## src/rtl/nn_pkg.sv

```systemverilog
// Shared constants and state encoding for the layer-1 address sequencer.
package nn_pkg;

  localparam int N_INPUTS  = 784;  // inputs per neuron (pixels per image)
  localparam int N_NEURONS = 200;  // layer-1 neurons
  localparam int IN_AW     = 10;   // input-SRAM address width
  localparam int W_AW      = 18;   // weight-SRAM address width
  localparam int N_AW      = 8;    // neuron index width

  // WAIT_MAC is only reachable when MAC_HANDSHAKE_EN is defined.
  typedef enum logic [1:0] {
    IDLE     = 2'd0,
    STREAM   = 2'd1,
    WAIT_MAC = 2'd2,
    FINISH   = 2'd3
  } state_t;

endpackage

```

## src/rtl/wrap_counter.sv

```systemverilog
// Up-counter that wraps to 0 after reaching MAX; clr has priority over inc.
module wrap_counter #(
  parameter int W   = 8,
  parameter int MAX = 1
) (
  input  logic         clk,
  input  logic         reset,
  input  logic         inc,
  input  logic         clr,
  output logic [W-1:0] count,
  output logic         at_max
);

  localparam logic [W-1:0] MAXV = W'(MAX);

  assign at_max = (count == MAXV);

  // Advance on inc, wrap at the terminal value.
  always_ff @(posedge clk) begin
    if (reset || clr)
      count <= '0;
    else if (inc)
      count <= at_max ? '0 : count + 1'b1;
  end

endmodule

```

## src/rtl/mac_addr_sequencer.sv

```systemverilog
// Layer-1 address sequencer: walks every (neuron i, input j) pair, driving the
// input-SRAM address j and weight-SRAM address i*N_INPUTS+j, and strobes
// mac_start with the last input of each neuron.
// Optional feature MAC_HANDSHAKE_EN: wait for mac_done after each neuron.
module mac_addr_sequencer
  import nn_pkg::*;
#(
  parameter int N_INPUTS  = nn_pkg::N_INPUTS,
  parameter int N_NEURONS = nn_pkg::N_NEURONS,
  parameter int IN_AW     = nn_pkg::IN_AW,
  parameter int W_AW      = nn_pkg::W_AW,
  parameter int N_AW      = nn_pkg::N_AW
) (
  input  logic             clk,
  input  logic             reset,
  input  logic             start,
  input  logic             pause,
  input  logic             mac_done,
  output logic [IN_AW-1:0] in_addr,
  output logic [W_AW-1:0]  w_addr,
  output logic [N_AW-1:0]  neuron_idx,
  output logic             addr_valid,
  output logic             mac_start,
  output logic             busy,
  output logic             done
);

  state_t           state;
  logic [IN_AW-1:0] j;
  logic [N_AW-1:0]  i;
  logic [W_AW-1:0]  w;
  logic             j_max, i_max;
  logic             step;     // present the pending (i,j) pair this edge
  logic             cnt_clr;

`ifdef MAC_HANDSHAKE_EN
  logic             last_q;   // the neuron being waited on is the final one
`else
  logic             unused_mac_done;
  assign unused_mac_done = mac_done;
`endif

  assign cnt_clr = (state == FINISH);

  // Decide whether the pending pair is presented on this edge.
  always_comb begin
    step = 1'b0;
    case (state)
      IDLE:     step = start;
      STREAM:   step = !pause;
`ifdef MAC_HANDSHAKE_EN
      // mac_done in the same cycle as mac_start is too early to count.
      WAIT_MAC: step = mac_done && !mac_start && !last_q;
`endif
      default:  step = 1'b0;
    endcase
  end

  wrap_counter #(.W(IN_AW), .MAX(N_INPUTS - 1)) u_j_cnt (
    .clk    (clk),
    .reset  (reset),
    .inc    (step),
    .clr    (cnt_clr),
    .count  (j),
    .at_max (j_max)
  );

  wrap_counter #(.W(N_AW), .MAX(N_NEURONS - 1)) u_i_cnt (
    .clk    (clk),
    .reset  (reset),
    .inc    (step && j_max),
    .clr    (cnt_clr),
    .count  (i),
    .at_max (i_max)
  );

  // Weight address tracks i*N_INPUTS+j as a plain running count.
  always_ff @(posedge clk) begin
    if (reset || cnt_clr)
      w <= '0;
    else if (step)
      w <= w + 1'b1;
  end

  // Control FSM with registered outputs; the output pair always shows the
  // pending element so a paused pair is re-presented unchanged on resume.
  always_ff @(posedge clk) begin
    if (reset) begin
      state      <= IDLE;
      in_addr    <= '0;
      w_addr     <= '0;
      neuron_idx <= '0;
      addr_valid <= 1'b0;
      mac_start  <= 1'b0;
      busy       <= 1'b0;
      done       <= 1'b0;
`ifdef MAC_HANDSHAKE_EN
      last_q     <= 1'b0;
`endif
    end else begin
      addr_valid <= step;
      mac_start  <= step && j_max;
      done       <= 1'b0;
      if (state != IDLE) begin
        in_addr    <= j;
        w_addr     <= w;
        neuron_idx <= i;
      end
      if (step) begin
        in_addr    <= j;
        w_addr     <= w;
        neuron_idx <= i;
        busy       <= 1'b1;
        if (j_max) begin
`ifdef MAC_HANDSHAKE_EN
          state  <= WAIT_MAC;
          last_q <= i_max;
`else
          state  <= i_max ? FINISH : STREAM;
`endif
        end else begin
          state <= STREAM;
        end
      end else begin
        case (state)
`ifdef MAC_HANDSHAKE_EN
          WAIT_MAC: begin
            if (mac_done && !mac_start && last_q) begin
              state  <= FINISH;
              last_q <= 1'b0;
            end
          end
`endif
          FINISH: begin
            done  <= 1'b1;
            busy  <= 1'b0;
            state <= IDLE;
          end
          default: ;
        endcase
      end
    end
  end

endmodule

```

## config.mk

```make
export PLATFORM = sky130hd
export DESIGN_NAME = mac_addr_sequencer
export DESIGN_NICKNAME = d
export VERILOG_FILES = /design/src/rtl/nn_pkg.sv /design/src/rtl/wrap_counter.sv /design/src/rtl/mac_addr_sequencer.sv
export SDC_FILE = /design/constraint.sdc
export NUM_CORES = 1
export LEC_CHECK = 0
export ABC_CLOCK_PERIOD_IN_PS = 1700
export CAP_MARGIN = 20
export CORE_MARGIN = 2
export CORE_UTILIZATION = 25
export DETAILED_ROUTE_END_ITERATION = 7
export SETUP_SLACK_MARGIN = 0.15
export SLEW_MARGIN = 5
export SYNTH_ARGS = -nofsm -noshare
export SYNTH_HDL_FRONTEND = slang
export SYNTH_SLANG_ARGS = --single-unit
```

## constraint.sdc

```tcl
create_clock -name clk -period 1.7 [get_ports clk]
set_input_delay 0.34 -clock clk [delete_from_list [all_inputs] [get_ports clk]]
set_output_delay 0.34 -clock clk [all_outputs]
set_load 0.01 [all_outputs]
```

==> reports/metrics.cfg <==
[run_status]
status=complete, but fails checks
violations=negative setup slack

[sta]
finalSetupTns_ns=-0.0428
finalCriticalPeriod_ns=1.74
skew_ns=0.00952
tightest_slew_ns=0.339
max_freq_mhz=576
worst_slew_margin_rel_pct=77.3
hold_viol_final=0
min_period_over_period_pct=102
rsz0062_at_grt=yes
setup_viol=2
finalWorstSetupSlack_ns=-0.0365
slew_viol_final=0

[global_route]
track_usage_pct=12.6
grt_busiest_layer=met2
grt-ovfl-total=0
grt_max_degree=27
grt_pass1_wl_um=13700
use_met2_pct=19.9
grt_pass1_vias=2914
grt_use_met1_pct=17.1
antenna_found_initial=0
use_met3_pct=3.17

[critical_path]
end_kind=flop
slowest_delay_ns=0.43
critPathMaxFanout=6
required_ns=1.96
cp.arrival_ns=2.00
cp-start-kind=flop
slowest_stage=a2111o_1
path_common_cell=buf_6
path_cells=buf_6 -> nand4b_1 -> a2111o_1 -> buf_6 -> or3_4 -> a21oi_2
crit_type=flop to flop

[pwr]
fin_total_pwr_mw=4.33
p_leak_nw=2.02
irDropWorstVdd_mv=0.512
p_per_area_nw_per_um2=888

[yosys]
netlist_instances=378
yosysSeqAreaShare_pct=48.9
async_flop_share_pct=0
synthFlopType=dfxtp_1
synth_area_per_cell_sq_um=8.35
yosys_warnings=0
synth-edff-count=0
ys_ff_latch=77
synth_area_sq_um=3160
syn_nets=386
synthDistinctLibCells=42

[routing]
vias=2981
first_iter_violations=120
vias_per_cell=4.56
wl_per_cell_um=13.1
drtPass1Iterations=4
wl_um=8540
final_antenna_net_count=0
drc=0

[placed_design]
place_area_sq_um=4160
port_buffers=43
gp_congestion=0.813
place_hpwl_um=5750
post-place-ws_ns=-0.581

[die]
fp.dieW_um=116
start_util_pct=25.3
core_area_sq_um=12500
fp-row-count=41
io_pins=45
fp.dieH_um=116
dieArea_sq_um=13500

[worst_hold_path]
hp-class=flop to flop

[layout]
area_delta_synth_final_pct=54.6
n_antenna_cell=0
final_common_cell=nand2_1
final_cell_area_sq_um=4880
final_cell_mix=83 x nand2_1, 66 x dfxtp_1, 57 x buf_4
drive_above_1_share_pct=26.6
layout.nets=485

[clocking]
clk_latency_ns=0.34
htree_num_levels=3
cts-root-buf=clkbuf_16
hold_buffers=0
clock_path_buffers=2
cts_tree=done
cts_buffers=9
clk_pin_slew_worst_paths_ns=0.06
clock_sinks=77

[flow_run]
maxCapViolations=0

==> final cells by class <==
| type | count | area, sq um |
|---|---|---|
| clock inverters | 4 | 77.6 |
| fillers | 1264 | 7590 |
| well taps | 172 | 215 |
| flip-flops and latches | 77 | 1570 |
| repair buffers | 112 | 1030 |
| inverters | 9 | 33.8 |
| clock buffers | 12 | 267 |
| multi-input cells | 268 | 1690 |
==> stage by stage <==
step | instances | hold slack [ns] | util [%]
after floorplan | 378 | 0.445 | -
after global placement | 620 | 0.441 | 33.4
after detailed placement | 620 | 0.445 | 33.4
after CTS | 648 | 0.452 | 37.1
after global routing | 654 | 0.459 | 39.1
final | 654 | 0.445 | 39.1
==> final timing paths <==
path              start         end  slack, ns  depth (start not counted)
min reg2reg  w_addr[15]  w_addr[15]       0.44                          2
max reg2reg        w[1]       w[15]      -0.04                          6
max                w[1]       w[15]      -0.04                          6
min          w_addr[15]  w_addr[15]       0.44                          2
==> cells in the mapped netlist (6+ instances only) <==
master,count,share of area [%]
a211oi_1,6,1.4
a21oi_1,59,9.4
clkbuf_1,18,2.1
dfxtp_1,77,49
inv_1,9,1.1
nand2_1,83,9.9
nand3_1,11,1.7
nand4_1,6,1.2
nor2_1,17,2.0
o21ai_0,11,1.7
o31ai_1,9,2.1
or3_1,12,2.4
or4_1,8,1.9
xnor2_1,11,3.1
==> state kept, by name, summed over array words and instances (netlist names) <==
name	flops
w	18
w_addr	18
in_addr	10
u_j_cnt.count	10
neuron_idx	8
u_i_cnt.count	8
state	2
addr_valid	1
done	1
mac_start	1
==> report_power, final <==
part / internal, mW / switching [mW]
Clock: 1.41 / 0.743
Sequential: 1.83 / 0.0230
Combinational: 0.148 / 0.173
Total: 3.39 / 0.939
==> routing by layer <==
metal	part of all wire, %	wire, um	vias up
met5	0	0	-
met4	1.2	103	0
met2	46	3950	48
li1	-	-	1532
met3	3.4	294	9
met1	49	4200	1392
==> cells by family (layout without fill, tap and decap cells) <==
logic type | Yosys count | in the layout | share of synthesized area [%]
AOI/OAI and AO/OA | 97 | 97 | 18.1
and+or+nand+nor | 154 | 154 | 23.6
buffers and inverters | 33 | 137 | 4.36
DFF | 77 | 77 | 48.9
xor gates and xnor gates | 12 | 12 | 3.33
adders and majority gates | 3 | 3 | 1.19
muxes | 2 | 2 | 0.634
==> worst max-delay path: cells and delay by family, from the launching register on <==
| kind | cells | cell delay (ns) |
|---|---|---|
| AOI/OAI and AO/OA | 2 | 0.58 |
| buffers and inverters | 2 | 0.25 |
| DFF | 1 | 0.35 |
| and+or+nand+nor | 2 | 0.48 |
==> repair_timing <==
item | 4_1_cts | 5_1_grt
buffers inserted | 12 | 6
pin swaps | 22 | 15
resized for setup | 39 | 56
setup endpoints to repair | 53 | 47
Note: power is estimated with default switching activity, not from simulation.
